[config.mk]
export PLATFORM = sky130hd
export DESIGN_NAME = apb_uart_host
export DESIGN_NICKNAME = d
export VERILOG_FILES = /design/src/rtl/apb_uart_host_pkg.sv /design/src/rtl/apb_uart_host_xfer.sv /design/src/rtl/apb_uart_host.sv
export SDC_FILE = /design/constraint.sdc
export NUM_CORES = 1
export LEC_CHECK = 0
export CAP_MARGIN = 10
export CELL_PAD_IN_SITES_DETAIL_PLACEMENT = 0
export CELL_PAD_IN_SITES_GLOBAL_PLACEMENT = 1
export CORE_MARGIN = 2
export CORE_UTILIZATION = 31
export DETAILED_ROUTE_END_ITERATION = 10
export GPL_ROUTABILITY_DRIVEN = 0
export HOLD_SLACK_MARGIN = 0.03
export PLACE_DENSITY = 0.85
export SKIP_LAST_GASP = 1
export SLEW_MARGIN = 0
export SYNTH_ARGS = -nofsm -noshare
export SYNTH_HDL_FRONTEND = slang
export SYNTH_SLANG_ARGS = --single-unit
[constraint.sdc]
create_clock -name clk_i -period 2.3 [get_ports clk_i]
set_input_delay 0.345 -clock clk_i [delete_from_list [all_inputs] [get_ports clk_i]]
set_output_delay 0.345 -clock clk_i [all_outputs]
set_load 0.05 [all_outputs]
[src/rtl/apb_uart_host_pkg.sv]
// apb_uart_host_pkg
// Shared constants and types for the APB UART host: 16550 register indices,
// LSR/LCR bit positions, sequencer and single-transfer state encodings, and
// a helper that turns a register index into a word-spaced APB address.
package apb_uart_host_pkg;

  // 16550 register indices; the UART decodes PADDR[4:2].
  localparam logic [2:0] REG_RBR_THR = 3'd0;  // also DLL when DLAB=1
  localparam logic [2:0] REG_IER     = 3'd1;  // also DLM when DLAB=1
  localparam logic [2:0] REG_FCR     = 3'd2;
  localparam logic [2:0] REG_LCR     = 3'd3;
  localparam logic [2:0] REG_MCR     = 3'd4;
  localparam logic [2:0] REG_LSR     = 3'd5;

  localparam int LSR_DR   = 0;
  localparam int LSR_THRE = 5;
  localparam int DLAB_BIT = 7;

  typedef enum logic [2:0] {
    ST_INIT,
    ST_IDLE,
    ST_POLL,
    ST_RD_RBR,
    ST_WR_THR
  } host_state_e;

  typedef enum logic [1:0] {
    XF_IDLE,
    XF_SETUP,
    XF_ACCESS
  } xfer_state_e;

  // Index into the six-write init sequence.
  typedef logic [2:0] init_step_t;
  localparam init_step_t LAST_INIT_STEP = 3'd5;

  function automatic logic [31:0] reg_addr(input logic [31:0] base, input logic [2:0] idx);
    return base + {27'd0, idx, 2'b00};
  endfunction

endpackage

[src/rtl/apb_uart_host_xfer.sv]
// apb_single_xfer
// Performs one APB transfer per request: SETUP for one cycle, then ACCESS
// held until pready. Address, write data and direction are latched when the
// request is accepted so they stay stable for the whole transfer.
// Ports:
//   clk, rst           clock, asynchronous active-high reset
//   req                start a transfer (accepted only while idle)
//   addr/wdata/write   transfer parameters, sampled on acceptance
//   done               1 in the completion cycle (ACCESS & pready)
//   rdata              prdata[7:0] (meaningful with done)
//   slverr             pslverr qualified by done
//   state_dbg          current transfer state
//   paddr..pwdata      APB requester outputs
//   prdata/pready/pslverr APB completer responses
module apb_single_xfer
  import apb_uart_host_pkg::*;
(
  input  logic        clk,
  input  logic        rst,
  input  logic        req,
  input  logic [31:0] addr,
  input  logic [31:0] wdata,
  input  logic        write,
  output logic        done,
  output logic [7:0]  rdata,
  output logic        slverr,
  output xfer_state_e state_dbg,
  output logic [31:0] paddr,
  output logic        psel,
  output logic        penable,
  output logic        pwrite,
  output logic [31:0] pwdata,
  input  logic [31:0] prdata,
  input  logic        pready,
  input  logic        pslverr
);

  xfer_state_e state_q, state_d;

  always_ff @(posedge clk or posedge rst) begin
    if (rst) state_q <= XF_IDLE;
    else     state_q <= state_d;
  end

  always_comb begin
    state_d = state_q;
    case (state_q)
      XF_IDLE:   if (req) state_d = XF_SETUP;
      XF_SETUP:  state_d = XF_ACCESS;
      XF_ACCESS: if (pready) state_d = XF_IDLE;
      default:   state_d = XF_IDLE;
    endcase
  end

  always_ff @(posedge clk or posedge rst) begin
    if (rst) begin
      paddr  <= '0;
      pwdata <= '0;
      pwrite <= 1'b0;
    end else if (state_q == XF_IDLE && req) begin
      paddr  <= addr;
      pwdata <= wdata;
      pwrite <= write;
    end
  end

  // psel/penable come straight from the state register, so a reset that
  // lands mid-transfer drops them immediately.
  assign psel      = (state_q != XF_IDLE);
  assign penable   = (state_q == XF_ACCESS);
  assign done      = penable & pready;
  assign slverr    = done & pslverr;
  assign rdata     = prdata[7:0];
  assign state_dbg = state_q;

  // Only the low byte carries UART data.
  logic unused_prdata_hi;
  assign unused_prdata_hi = ^prdata[31:8];

endmodule

[src/rtl/apb_uart_host.sv]
// apb_uart_host
// APB requester for a 16550-style UART. After reset it programs LCR/DLL/DLM/
// LCR/FCR/IER, then polls LSR and moves bytes between the tx/rx byte streams
// and THR/RBR, one APB transfer at a time.
// Ports:
//   clk_i, rst_i              clock, asynchronous active-high reset
//   paddr_o..pwdata_o         APB requester outputs
//   prdata_i, pready_i, pslverr_i  APB completer responses
//   tx_data_i/tx_valid_i/tx_ready_o  byte stream into the UART
//   rx_data_o/rx_valid_o/rx_ready_i  byte stream out of the UART
//   init_done_o               init sequence finished
//   err_o                     sticky PSLVERR flag
// Stream handshake: a byte moves on a cycle where valid & ready are both 1;
// valid never depends on ready, and data is held stable while valid & !ready.
module apb_uart_host
  import apb_uart_host_pkg::*;
#(
  parameter logic [31:0] BaseAddr = 32'h0000_0000,
  parameter logic [15:0] Divisor  = 16'd27,
  parameter logic [7:0]  LcrValue = 8'h03,
  parameter logic [7:0]  FcrValue = 8'h07,
  parameter int          PollGap  = 4
) (
  input  logic        clk_i,
  input  logic        rst_i,
  output logic [31:0] paddr_o,
  output logic        psel_o,
  output logic        penable_o,
  output logic        pwrite_o,
  output logic [31:0] pwdata_o,
  input  logic [31:0] prdata_i,
  input  logic        pready_i,
  input  logic        pslverr_i,
  input  logic [7:0]  tx_data_i,
  input  logic        tx_valid_i,
  output logic        tx_ready_o,
  output logic [7:0]  rx_data_o,
  output logic        rx_valid_o,
  input  logic        rx_ready_i,
  output logic        init_done_o,
  output logic        err_o
);

  localparam int GW = (PollGap < 1) ? 1 : $clog2(PollGap + 1);
  localparam logic [GW-1:0] GAP_MAX = GW'(PollGap);

  host_state_e state_q, state_d;
  init_step_t  init_step_q;
  logic [GW-1:0] gap_q;
  logic        rr_rx_q;     // 1: rx wins the next contested grant
  logic        tx_full_q, rx_full_q;
  logic [7:0]  tx_byte_q, rx_byte_q;
  logic        init_done_q, err_q;

  logic        xreq, xwrite, xdone, xslverr;
  logic [31:0] xaddr, xwdata;
  logic [7:0]  xrdata;
  xfer_state_e xfer_state;

  logic [7:0]  lsr;
  logic        rx_elig, tx_elig, contested;

  apb_single_xfer u_xfer (
    .clk       (clk_i),
    .rst       (rst_i),
    .req       (xreq),
    .addr      (xaddr),
    .wdata     (xwdata),
    .write     (xwrite),
    .done      (xdone),
    .rdata     (xrdata),
    .slverr    (xslverr),
    .state_dbg (xfer_state),
    .paddr     (paddr_o),
    .psel      (psel_o),
    .penable   (penable_o),
    .pwrite    (pwrite_o),
    .pwdata    (pwdata_o),
    .prdata    (prdata_i),
    .pready    (pready_i),
    .pslverr   (pslverr_i)
  );

  // An errored LSR read is treated as "nothing ready".
  assign lsr       = xslverr ? 8'h00 : xrdata;
  assign rx_elig   = lsr[LSR_DR] & ~rx_full_q;
  assign tx_elig   = lsr[LSR_THRE] & tx_full_q;
  assign contested = rx_elig & tx_elig;

  always_ff @(posedge clk_i or posedge rst_i) begin
    if (rst_i) state_q <= ST_INIT;
    else       state_q <= state_d;
  end

  // Each bus-using state keeps req high; the transfer engine only accepts it
  // while idle, and the state moves on at the completion edge, so exactly one
  // transfer is issued per state visit (or per init step).
  always_comb begin
    state_d = state_q;
    xreq    = 1'b0;
    xwrite  = 1'b0;
    xaddr   = reg_addr(BaseAddr, REG_LSR);
    xwdata  = '0;
    case (state_q)
      ST_INIT: begin
        xreq   = 1'b1;
        xwrite = 1'b1;
        case (init_step_q)
          3'd0: begin
            xaddr  = reg_addr(BaseAddr, REG_LCR);
            xwdata = {24'd0, LcrValue | 8'(1 << DLAB_BIT)};
          end
          3'd1: begin
            xaddr  = reg_addr(BaseAddr, REG_RBR_THR);
            xwdata = {24'd0, Divisor[7:0]};
          end
          3'd2: begin
            xaddr  = reg_addr(BaseAddr, REG_IER);
            xwdata = {24'd0, Divisor[15:8]};
          end
          3'd3: begin
            xaddr  = reg_addr(BaseAddr, REG_LCR);
            xwdata = {24'd0, LcrValue};
          end
          3'd4: begin
            xaddr  = reg_addr(BaseAddr, REG_FCR);
            xwdata = {24'd0, FcrValue};
          end
          default: begin
            xaddr  = reg_addr(BaseAddr, REG_IER);
            xwdata = '0;
          end
        endcase
        if (xdone && init_step_q == LAST_INIT_STEP) state_d = ST_IDLE;
      end
      ST_IDLE: begin
        if (gap_q == GAP_MAX && (!rx_full_q || tx_full_q)) state_d = ST_POLL;
      end
      ST_POLL: begin
        xreq = 1'b1;
        if (xdone) begin
          if (contested)    state_d = rr_rx_q ? ST_RD_RBR : ST_WR_THR;
          else if (rx_elig) state_d = ST_RD_RBR;
          else if (tx_elig) state_d = ST_WR_THR;
          else              state_d = ST_IDLE;
        end
      end
      ST_RD_RBR: begin
        xreq  = 1'b1;
        xaddr = reg_addr(BaseAddr, REG_RBR_THR);
        if (xdone) state_d = ST_IDLE;
      end
      ST_WR_THR: begin
        xreq   = 1'b1;
        xwrite = 1'b1;
        xaddr  = reg_addr(BaseAddr, REG_RBR_THR);
        xwdata = {24'd0, tx_byte_q};
        if (xdone) state_d = ST_IDLE;
      end
      default: state_d = ST_INIT;
    endcase
  end

  always_ff @(posedge clk_i or posedge rst_i) begin
    if (rst_i) begin
      init_step_q <= '0;
      gap_q       <= '0;
      rr_rx_q     <= 1'b1;
      tx_full_q   <= 1'b0;
      tx_byte_q   <= '0;
      rx_full_q   <= 1'b0;
      rx_byte_q   <= '0;
      init_done_q <= 1'b0;
      err_q       <= 1'b0;
    end else begin
      if (state_q == ST_INIT && xdone) begin
        if (init_step_q == LAST_INIT_STEP) init_done_q <= 1'b1;
        else                               init_step_q <= init_step_q + 3'd1;
      end

      // Gap counter restarts on every entry to IDLE and saturates there.
      if (state_q != ST_IDLE)  gap_q <= '0;
      else if (gap_q != GAP_MAX) gap_q <= gap_q + 1'b1;

      if (xslverr) err_q <= 1'b1;

      if (state_q == ST_POLL && xdone && contested) rr_rx_q <= ~rr_rx_q;

      // Capture and THR completion are mutually exclusive: tx_ready_o is low
      // whenever a WR_THR can be in flight.
      if (tx_valid_i && tx_ready_o) begin
        tx_full_q <= 1'b1;
        tx_byte_q <= tx_data_i;
      end else if (state_q == ST_WR_THR && xdone) begin
        tx_full_q <= 1'b0;
      end

      // RBR is only read while rx is empty, so load and consume never meet.
      if (state_q == ST_RD_RBR && xdone && !xslverr) begin
        rx_full_q <= 1'b1;
        rx_byte_q <= xrdata;
      end else if (rx_full_q && rx_ready_i) begin
        rx_full_q <= 1'b0;
      end
    end
  end

  assign tx_ready_o  = init_done_q & ~tx_full_q;
  assign rx_valid_o  = rx_full_q;
  assign rx_data_o   = rx_byte_q;
  assign init_done_o = init_done_q;
  assign err_o       = err_q;

  logic unused_dbg;
  assign unused_dbg = ^{xfer_state, REG_MCR};

endmodule
* Yosys cells after proc, flatten, opt, wreduce, memory -nomap -nowiden *
Cells that the tools add are included.

word-level totals
  logic and storage cells = 99
  flip-flop bits (word level) = 97

operators by class
  muxes and demuxes = 25
  reductions and logical operators = 29
  bitwise logic cells = 10
  $add $sub $neg = 2
  equal/unequal tests = 19

operator list
  cell                 number
  $pmux 8 s4           1
  $mux 3               10
  $pmux 8 s2           1
  $eq 3x3->1 const B   4
  $pmux 3 s4           1
  $pmux 4 s3           1
  $logic_and 1x1->1    11
  $pmux 5 s2           1
  $eq 3x2->1 const B   3
  $reduce_bool 2->1    4
  $add 3x1->3 const B  2
  $and 1x1->1          6
  $eq 3x1->1 const B   2
  $logic_not 3->1      2
  $mux 1               6
  $mux 6               1
  $ne 2x1->1 const B   3
  $ne 2x2->1 const B   3
  $pmux 2 s3           1
  $reduce_and 2->1     3
  $reduce_or 2->1      3
  $mux 2               2
  $not 1->1            4
  $reduce_and 4->1     1
  8 further kinds      9

* Longest topological paths before layout *
Gate-level depths: netlist of the first run.

  depth after elaboration = 10
  gate-level depth with buffers = 6
  gate-level depth less buffers = 6

* Hierarchy *
A second synthesis of the first run with hierarchy kept.

second synthesis, totals
  cells, all modules = 298
  area, all modules = 4181.5 µm²

by module, submodules not included
  module           cells each  times used  area an instance (µm²)
  apb_single_xfer  155         1           2588.7
  apb_uart_host    143         1           1592.8

* Least setup slack after synthesis of the first run *
OpenSTA, ideal clock, no wires.

  kind = flip-flop to flip-flop
  start = register init_done_q, in the netlist init_done_o
  end = register tx_byte_q[0]
  buffers on the path = 0
  path slack = 0.003 ns
  arrival = 2.172 ns
  required time = 2.175 ns
  cell stages (with the launch flop) = 4
  path through = dfrtp_1 nor2b_1 nand2_1 mux2_2

between the ends
  cells in the longest elaborated chain, start to end = 2

RTL lines
  item                    RTL line              source
  from (decl)             apb_uart_host.sv:53   logic init_done_q, err_q;
  from (signal assigned)  apb_uart_host.sv:173  init_done_q <= 1'b0;
  from (signal assigned)  apb_uart_host.sv:177  if (init_step_q == LAST_INIT_STEP) init_done_q <= 1'b1;
  $and 1x1->1             apb_uart_host.sv:208  assign tx_ready_o = init_done_q & ~tx_full_q;
  named net tx_ready_o    apb_uart_host.sv:36   output logic tx_ready_o,
  $logic_and 1x1->1       apb_uart_host.sv:191  if (tx_valid_i && tx_ready_o) begin
  to (signal assigned)    apb_uart_host.sv:193  tx_byte_q <= tx_data_i;
  to (decl)               apb_uart_host.sv:52   logic [7:0] tx_byte_q, rx_byte_q;

The timed path passes the listed nets, and every way through them passes these cells.
A chain may end at the register's enable or synchronous reset.

* Final worst setup path of the first run *
  start = register u_xfer.state_q[0], in the netlist u_xfer.state_dbg[0]
  end = output psel_o

between the ends
  cells in the longest elaborated chain, start to end = 1

RTL lines
  item                    RTL line                  source
  from (decl)             apb_uart_host_xfer.sv:38  xfer_state_e state_q, state_d;
  from (signal assigned)  apb_uart_host_xfer.sv:42  else state_q <= state_d;
  $reduce_bool 2->1       apb_uart_host_xfer.sv:69  assign psel = (state_q != XF_IDLE);
  to (decl)               apb_uart_host.sv:27       output logic psel_o,

No other way between the ends.

==> results.yml, run 1 <==
die:
  chipWidth_um: 93.10
  placeableCoreArea_mm2: 0.007727
  initial_core_util_pct: 31.85
  die_h_um: 93.10
  num_rows: 32
  ioPinCount: 125
  die_area_mm2: 0.008668
routing:
  detailed_route_wl_um: 4606
  wl_per_cell_um: 11.66
  number_of_nets_with_antenna_violations_after_routing: 0
  viasPerCell: 4.281
  route.detailed.drc: 0
  drt_iter0_markers: 62
  first_pass_iters: 4
  vias: 1691
worst_setup_path:
  wp_data_arrival_ns: 1.81
  timing_worst_setup_path_type: "reg -> out"
  endpoint_kind: "output port"
  crit_path_max_fanout: 7
  timing.critical_path.required_ns: 1.96
  worst_setup_path_start_kind: "register"
cts:
  post_cts_resized: 0
  path_clk_slew_ns: 0.09
  numCtsBuffers: 5
  cell_chosen_for_the_clock_root: "clkbuf_8"
  cts.sinks: 44
  clkLatencyLatePin_ns: 0.29
  postCtsSetupBuffers: 0
  h_tree_levels: 2
  holdBufCountCts: 0
  cts_tree: "done"
  ctsLongestPathBuffers: 2
place:
  io_buf_count: 47
  hpwlAfterDp_um: 3470
  dp.cells: 387
sta:
  timing.final.setup_violations: 0
  timing.final.hold_violations: 0
  finClkSkew_ns: 0.006482
  max_slew.worst_pin.slew_ns: 0.5485
  unrepaired_setup_endpoints_after_global_routing: "no"
  slew_viol_final: 0
  fmaxAchievable_mhz: 464.3
  relSlewSlack_pct: 63.43
  final_period_minus_worst_setup_slack_ns: 2.154
  hold-worst-slack_ns: 0.4680
  share_of_the_clock_period_used_by_the_worst_path_pct: 93.65
  finalSetupTns_ns: 0
synthesis:
  synth_top_cells_by_count: "buf_4, dfrtp_1, nand2_1"
  synth.top_cells.by_area: "dfrtp_1, buf_4, mux2_2, nand2_1, ha_1"
  synth.cell_area_mm2: 0.002461
  synth_top_area_share_pct: 43.72
  number_of_enable_flip_flop_cells_after_synthesis: 0
  yosys_most_used_dff: "dfrtp_1"
  postSynthCellCount: 242
  synth_area_leader_cell: "dfrtp_1"
  synthDistinctLibCells: 46
  yosys.cell_count.top_type: "buf_4"
  seq_area_frac_synth_pct: 44.79
  synth.ff_latch_count: 44
  yosys_warnings: 0
  asyncSetResetFlopFracSynth_pct: 100.0
  synth.avg_cell_area_um2: 10.17
final_layout:
  fin_nets: 344
  layout.cells.non_filler: 395
  areaGrowthSynthToFinish_pct: 19.62
  antenna_cells: 0
  fillerInstances: 790
  final_layout_size_suffix_gt1_share_pct: 12.29
  utilization_pct: 38.10
grt:
  wire_length_of_the_first_global_routing_pass_um: 7307
  grt.met3_usage_pct: 2.740
  globalRouteMet1Util_pct: 13.16
  grt_busiest_layer: "met2"
  grt_antenna_before_repair: 0
  number_of_global_route_vias_before_repair: 1535
  grt_start_max_net_pins: 45
  groute.usage.overall_pct: 10.51
  use_met2_pct: 17.63
  globalRoute.totalOverflow: 0
power_and_ir_drop:
  vdd_ir_drop_max_mv: 0.4323
  power_density_over_cell_area_mw_per_mm2: 1198
  leakagePower_nw: 1.360
outcome:
  status: "complete, no violations"
worst_hold_path:
  min_path_type: "reg -> reg"
flow_run:
  max_cap_viol_count: 0
==> flip-flops by register name, summed over array words and instances, names as in the netlist <==
name / count
rx_valid_o: 1
rr_rx_q: 1
tx_byte_q: 8
u_xfer.pwrite: 1
err_o: 1
rx_data_o: 8
gap_q: 3
state_q: 3
init_step_q: 3
u_xfer.state_dbg: 2
init_done_o: 1
u_xfer.pwdata: 8
u_xfer.paddr: 3
tx_full_q: 1
==> placed cells by master (no fill, tap or decap), drive strengths merged, types with 4 or more instances in the layout <==
master	instances
conb	53
clkdlybuf4s50	47
dfrtp	43
nand2	29
mux2	21
o21ai	12
inv	9
nor2	9
a21oi	7
ha	6
clkbuf	6
nand2b	5
nand3	4
==> power breakdown <==
group / internal (mW) / switching (mW) / total, mW
combinational: 0.626 / 1.20 / 1.82
sequential: 0.992 / 0.204 / 1.20
clock: 0.243 / 0.268 / 0.511
==> metrics by stage <==
| step | cell area [µm²] | setup WS (ns) | total power, mW |
|---|---|---|---|
| 6_report | 2944 | 0.1461 | 3.528 |
| 5_1_grt | 2944 | 0.03492 | 3.756 |
| 4_1_cts | 2944 | 0.1081 | 3.571 |
| 3_5_place_dp | 2846 | 0.3138 | 3.037 |
| 3_3_place_gp | 2846 | 0.2962 | 3.001 |
| 2_1_floorplan | 2656 | 0.003459 | 2.592 |
==> worst max-delay path: stages, from the launching register on <==
cell             delay, ns
dfrtp_1               0.45
nor2_1                0.29
inv_1                 0.07
clkdlybuf4s50_1       0.71
==> logic make-up after synthesis <==
| family | count (synthesis) | share of synthesized area, % |
|---|---|---|
| adder cells (fa/ha/maj) | 6 | 3.050 |
| multiplexers | 22 | 10.01 |
| AO/OA/AOI/OAI | 30 | 7.982 |
| other | 1 | 0.1524 |
| AND/OR/NAND/NOR | 67 | 13.93 |
| buffers and inverters | 69 | 19.01 |
| XOR/XNOR | 3 | 1.068 |
| flip-flops | 44 | 44.79 |
==> path summary, 6_finish.rpt <==
check	startpoint	end	slack (ns)	cells past startpoint
worst max register to register	state_q[0]$_DFFE_PP0P_	state_q[0]$_DFFE_PP0P_	0.58	4
min in group asynchronous	rst_i	tx_byte_q[5]$_DFFE_PP0P_	0.49	3
worst max-delay path	u_xfer.state_dbg[0]$_DFFE_PP0P_	psel_o	0.15	3
worst min register to register	err_o$_DFFE_PP0P_	err_o$_DFFE_PP0P_	0.47	1
worst min-delay path	err_o$_DFFE_PP0P_	err_o$_DFFE_PP0P_	0.47	1
max in group asynchronous	rst_i	gap_q[2]$_DFFE_PP0P_	1.43	3
==> metal layers <==
layer | wire length [µm] | part of all wire [%]
met1 | 1975 | 43
met2 | 2342 | 51
met3 | 240 | 5.2
met4 | 47 | 1.0
met5 | 0 | 0
==> cell type report <==
class | instances | area (µm²) | share of cell area (%)
Tap cell | 102 | 127.6 | 4.335
Multi-Input combinational cell | 181 | 1086 | 36.89
Clock inverter | 2 | 15.01 | 0.5100
Sequential cell | 44 | 1102 | 37.44
Inverter | 10 | 37.54 | 1.275
Timing Repair Buffer | 50 | 493.0 | 16.74
Clock buffer | 6 | 82.58 | 2.805
No activity file was read; power rests on OpenSTA's default activity.
==> run 2: changes to the inputs <==
- PLACE_DENSITY: 0.85 -> default
- PLACE_DENSITY_LB_ADDON: default -> 0.1
==> run 2 against run 1 <==
Effect of this change: die area did not move; sequential share of layout area fell by 0.095 points; clock power rose by 2%; critical endpoint is now tx_ready_o; core utilization rose by 0.097 points; setup slack improved by 0.023 ns; largest power group unchanged.
==> results.yml, run 2 (same netlist as run 1, synthesis figures left out) <==
cts:
  path_clk_slew_ns: 0.09
  ctsLongestPathBuffers: 2
  numCtsBuffers: 5
  h_tree_levels: 2
  post_cts_resized: 0
  cell_chosen_for_the_clock_root: "clkbuf_8"
  cts.sinks: 44
  cts_tree: "done"
  clkLatencyLatePin_ns: 0.30
  holdBufCountCts: 0
  postCtsSetupBuffers: 0
worst_hold_path:
  min_path_type: "reg -> reg"
worst_setup_path:
  timing_worst_setup_path_type: "reg -> out"
  worstPathBufferInverterCount: 1
  endpoint_kind: "output port"
  critical-path-top-delay-family: "buffers and inverters"
  wp_data_arrival_ns: 1.79
  timing.critical_path.required_ns: 1.96
  slowest_delay_ns: 0.84
  crit_path_top_delay_cell: "clkdlybuf4s50_1"
  worstPathCellList: "nor2b_1, clkdlybuf4s50_1"
  worst_setup_path_start_kind: "register"
  crit_path_max_fanout: 6
grt:
  globalRoute.totalOverflow: 0
  groute.usage.overall_pct: 11.32
  grt_busiest_layer: "met2"
  number_of_global_route_vias_before_repair: 1479
  grt.met3_usage_pct: 2.417
  wire_length_of_the_first_global_routing_pass_um: 7659
  globalRouteMet1Util_pct: 15.77
  use_met2_pct: 17.75
  grt_antenna_before_repair: 0
  grt_start_max_net_pins: 45
routing:
  vias: 1655
  wl_per_cell_um: 12.08
  viasPerCell: 4.179
  route.detailed.drc: 0
  first_pass_iters: 4
  drt_iter0_markers: 55
  number_of_nets_with_antenna_violations_after_routing: 0
  detailed_route_wl_um: 4785
die:
  die_area_mm2: 0.008668
  die_h_um: 93.10
  ioPinCount: 125
  initial_core_util_pct: 31.85
  chipWidth_um: 93.10
  num_rows: 32
  placeableCoreArea_mm2: 0.007727
place:
  dp.cells: 388
  pre_cts_slack_ns: 0.2656
  io_buf_count: 47
  hpwlAfterDp_um: 3558
sta:
  fmaxAchievable_mhz: 469.3
  final_period_minus_worst_setup_slack_ns: 2.131
  unrepaired_setup_endpoints_after_global_routing: "no"
  pnr_worst_setup_slack_ns: 0.1694
  finClkSkew_ns: 0.003254
  finalSetupTns_ns: 0
  share_of_the_clock_period_used_by_the_worst_path_pct: 92.64
  slew_viol_final: 0
  timing.final.setup_violations: 0
  relSlewSlack_pct: 61.68
  timing.final.hold_violations: 0
  max_slew.worst_pin.slew_ns: 0.5748
flow_run:
  max_cap_viol_count: 0
final_layout:
  final_layout_size_suffix_gt1_share_pct: 12.93
  fin_nets: 345
  areaGrowthSynthToFinish_pct: 19.93
  antenna_cells: 0
  mostFrequentLayoutCell: "conb_1"
  mostFrequentLayoutCells: "conb_1, clkdlybuf4s50_1, dfrtp_1, nand2_1, mux2_2"
  utilization_pct: 38.20
  layout.cells.non_filler: 396
power_and_ir_drop:
  leakagePower_nw: 1.367
  vdd_ir_drop_max_mv: 0.3938
  power_density_over_cell_area_mw_per_mm2: 1204
outcome:
  status: "complete, no violations"
==> run 2: worst reg2reg max path: cells and delay by family (launching register included) <==
kind / cells / cell delay, ns
DFF: 1 / 0.53
AOI/OAI and AO/OA: 2 / 0.33
and+or+nand+nor: 2 / 0.86
==> run 2: final cells by class <==
class | count | area (µm²)
Clock buffer | 6 | 82.58
Clock inverter | 2 | 15.01
Fill cell | 791 | 4776
Inverter | 10 | 37.54
Multi-Input combinational cell | 181 | 1086
Sequential cell | 44 | 1102
Tap cell | 102 | 127.6
Timing Repair Buffer | 51 | 500.5
==> run 2: stage by stage <==
step	total power [mW]	instance area, µm²	hold slack [ns]
global route	3.816	2952	0.5007
CTS	3.612	2952	0.4908
global placement	3.059	2854	0.4542
detailed placement	3.072	2854	0.4689
floorplan	2.592	2656	0.4414
finish	3.554	2952	0.4826
==> run 2: final timing paths <==
check	slack (ns)	cells past startpoint	start	to
hold reg to reg	0.48	2	u_xfer.paddr[2]$_DFFE_PP0P_	u_xfer.paddr[2]$_DFFE_PP0P_
min in group asynchronous	0.51	3	rst_i	u_xfer.pwdata[1]$_DFFE_PP0P_
setup / recovery	0.17	2	tx_full_q$_DFFE_PP0P_	tx_ready_o
hold / removal	0.48	2	u_xfer.paddr[2]$_DFFE_PP0P_	u_xfer.paddr[2]$_DFFE_PP0P_
max in group asynchronous	1.41	3	rst_i	u_xfer.paddr[2]$_DFFE_PP0P_
setup reg to reg	0.52	4	state_q[0]$_DFFE_PP0P_	u_xfer.pwdata[2]$_DFFE_PP0P_
==> run 2: metal layers <==
layer / routed length (µm) / vias to the layer above
met5: 0 / -
met4: 47 / 0
met3: 231 / 5
met2: 2328 / 59
met1: 2177 / 787
li1: - / 804
==> run 2: report_power, final <==
part / total, mW / leakage, nW / internal (mW) / switching [mW]
clock network: 0.519 / 0.0434 / 0.243 / 0.276
logic: 1.83 / 0.745 / 0.638 / 1.20
registers: 1.20 / 0.579 / 0.991 / 0.210
==> run 3: changes to the inputs <==
- CELL_PAD_IN_SITES_DETAIL_PLACEMENT: 0 -> default
- CELL_PAD_IN_SITES_GLOBAL_PLACEMENT: 1 -> default
- CORE_UTILIZATION: 31 -> 43
- PLACE_DENSITY: default -> 0.86
- PLACE_DENSITY_LB_ADDON: 0.1 -> default
==> run 3 against run 2 <==
Effect of this change: first-iteration DRC count rose by 40%; die area is 27% lower; setup slack improved by 0.0078 ns; power decreased by 2.3%; clock-buffer cell count grew 1; flip-flop and latch count unchanged; routed wire length decreased by 8.9%; final cell count is 8.3% lower; clock power is 9.4% lower.
==> results.yml, run 3 (same netlist as run 1, synthesis figures left out) <==
grt:
  use_met2_pct: 25.21
  number_of_global_route_vias_before_repair: 1576
  globalRoute.totalOverflow: 0
  grt_antenna_before_repair: 0
  grt_start_max_net_pins: 45
  groute.usage.overall_pct: 14.38
  grt.met3_usage_pct: 4.186
  globalRouteMet1Util_pct: 17.06
  grt_busiest_layer: "met2"
  wire_length_of_the_first_global_routing_pass_um: 7203
die:
  placeableCoreArea_mm2: 0.005507
  num_rows: 27
  chipWidth_um: 79.66
  initial_core_util_pct: 44.69
  die_area_mm2: 0.006345
  die_h_um: 79.66
  ioPinCount: 125
worst_setup_path:
  worst_setup_path_start_kind: "register"
  timing.critical_path.required_ns: 1.96
  worstPathCellList: "nor2_1, inv_1, clkdlybuf4s50_1"
  wp_data_arrival_ns: 1.78
  crit_path_max_fanout: 7
  crit_path_top_delay_cell: "clkdlybuf4s50_1"
  endpoint_kind: "output port"
  timing_worst_setup_path_type: "reg -> out"
  slowest_delay_ns: 0.71
outcome:
  status: "complete, no violations"
cts:
  cell_chosen_for_the_clock_root: "clkbuf_8"
  holdBufCountCts: 0
  clkLatencyLatePin_ns: 0.29
  path_clk_slew_ns: 0.08
  h_tree_levels: 2
  numCtsBuffers: 5
  cts.sinks: 44
  cts_tree: "done"
  ctsLongestPathBuffers: 2
  postCtsSetupBuffers: 0
  post_cts_resized: 0
sta:
  fmaxAchievable_mhz: 471.1
  unrepaired_setup_endpoints_after_global_routing: "no"
  share_of_the_clock_period_used_by_the_worst_path_pct: 92.30
  relSlewSlack_pct: 59.49
  finalSetupTns_ns: 0
  max_slew.worst_pin.slew_ns: 0.6059
  finClkSkew_ns: 0.006526
  timing.final.hold_violations: 0
  hold-worst-slack_ns: 0.4766
  slew_viol_final: 0
  timing.final.setup_violations: 0
  pnr_worst_setup_slack_ns: 0.1771
  final_period_minus_worst_setup_slack_ns: 2.123
routing:
  first_pass_iters: 4
  drt_iter0_markers: 77
  vias: 1698
  detailed_route_wl_um: 4358
  route.detailed.drc: 0
  number_of_nets_with_antenna_violations_after_routing: 0
  viasPerCell: 4.678
  wl_per_cell_um: 12.01
place:
  io_buf_count: 47
  pre_cts_slack_ns: 0.2937
  hpwlAfterDp_um: 3323
  placedInstanceArea_mm2: 0.002794
flow_run:
  max_cap_viol_count: 0
final_layout:
  areaGrowthSynthToFinish_pct: 16.98
  fin_nets: 342
  multiInputGateArea_mm2: 0.001086
  mostFrequentLayoutCells: "conb_1, clkdlybuf4s50_1, dfrtp_1, nand2_1, mux2_2"
  seqCellArea_mm2: 0.001102
  mostFrequentLayoutCell: "conb_1"
  fillerInstances: 496
  antenna_cells: 0
  final_area_mm2: 0.002879
  final_layout_size_suffix_gt1_share_pct: 11.00
power_and_ir_drop:
  power_density_over_cell_area_mw_per_mm2: 1206
  vdd_ir_drop_max_mv: 0.9770
  leakagePower_nw: 1.349
worst_hold_path:
  min_path_type: "reg -> reg"
==> run 3: layout make-up <==
class,instances,area share [%]
Clock buffer,7,2.651
Clock inverter,1,0.3042
Inverter,10,1.304
Multi-Input combinational cell,181,37.72
Sequential cell,44,38.29
Tap cell,72,3.129
Timing Repair Buffer,48,16.60
==> run 3: worst paths after layout <==
kind	to	slack, ns	startpoint	cells past startpoint
min in group asynchronous	u_xfer.pwdata[7]$_DFFE_PP0P_	0.49	rst_i	3
hold / removal	err_o$_DFFE_PP0P_	0.48	err_o$_DFFE_PP0P_	1
hold reg to reg	err_o$_DFFE_PP0P_	0.48	err_o$_DFFE_PP0P_	1
max in group asynchronous	rr_rx_q$_DFFE_PP1P_	1.45	rst_i	3
setup reg to reg	state_q[1]$_DFFE_PP0P_	0.52	state_q[2]$_DFFE_PP0P_	4
setup / recovery	psel_o	0.18	u_xfer.state_dbg[0]$_DFFE_PP0P_	3
==> run 3: worst max-delay path, delay by kind of cell, from the launching register on <==
| family | cells | cell delay, ns |
|---|---|---|
| AND/OR/NAND/NOR | 1 | 0.26 |
| buffers and inverters | 2 | 0.79 |
| flip-flops | 1 | 0.43 |
==> run 3: per-stage QoR <==
step,util [%],std cells,total power [mW]
2_1_floorplan,-,294,2.592
3_3_place_gp,50.74,355,2.965
3_5_place_dp,50.74,355,3.016
4_1_cts,52.28,363,3.489
5_1_grt,52.28,363,3.697
6_report,52.28,363,3.472
==> run 3: routing by layer <==
layer / wire length, µm / part of all wire (%) / vias up
li1: - / - / 805
met3: 345 / 7.9 / 5
met5: 0 / 0 / -
met2: 2230 / 51 / 68
met1: 1733 / 40 / 820
met4: 48 / 1.1 / 0
==> run 3: power breakdown <==
group	internal (mW)	switching, mW
Sequential	0.992	0.206
Combinational	0.613	1.19
Clock	0.217	0.253
Total	1.82	1.65
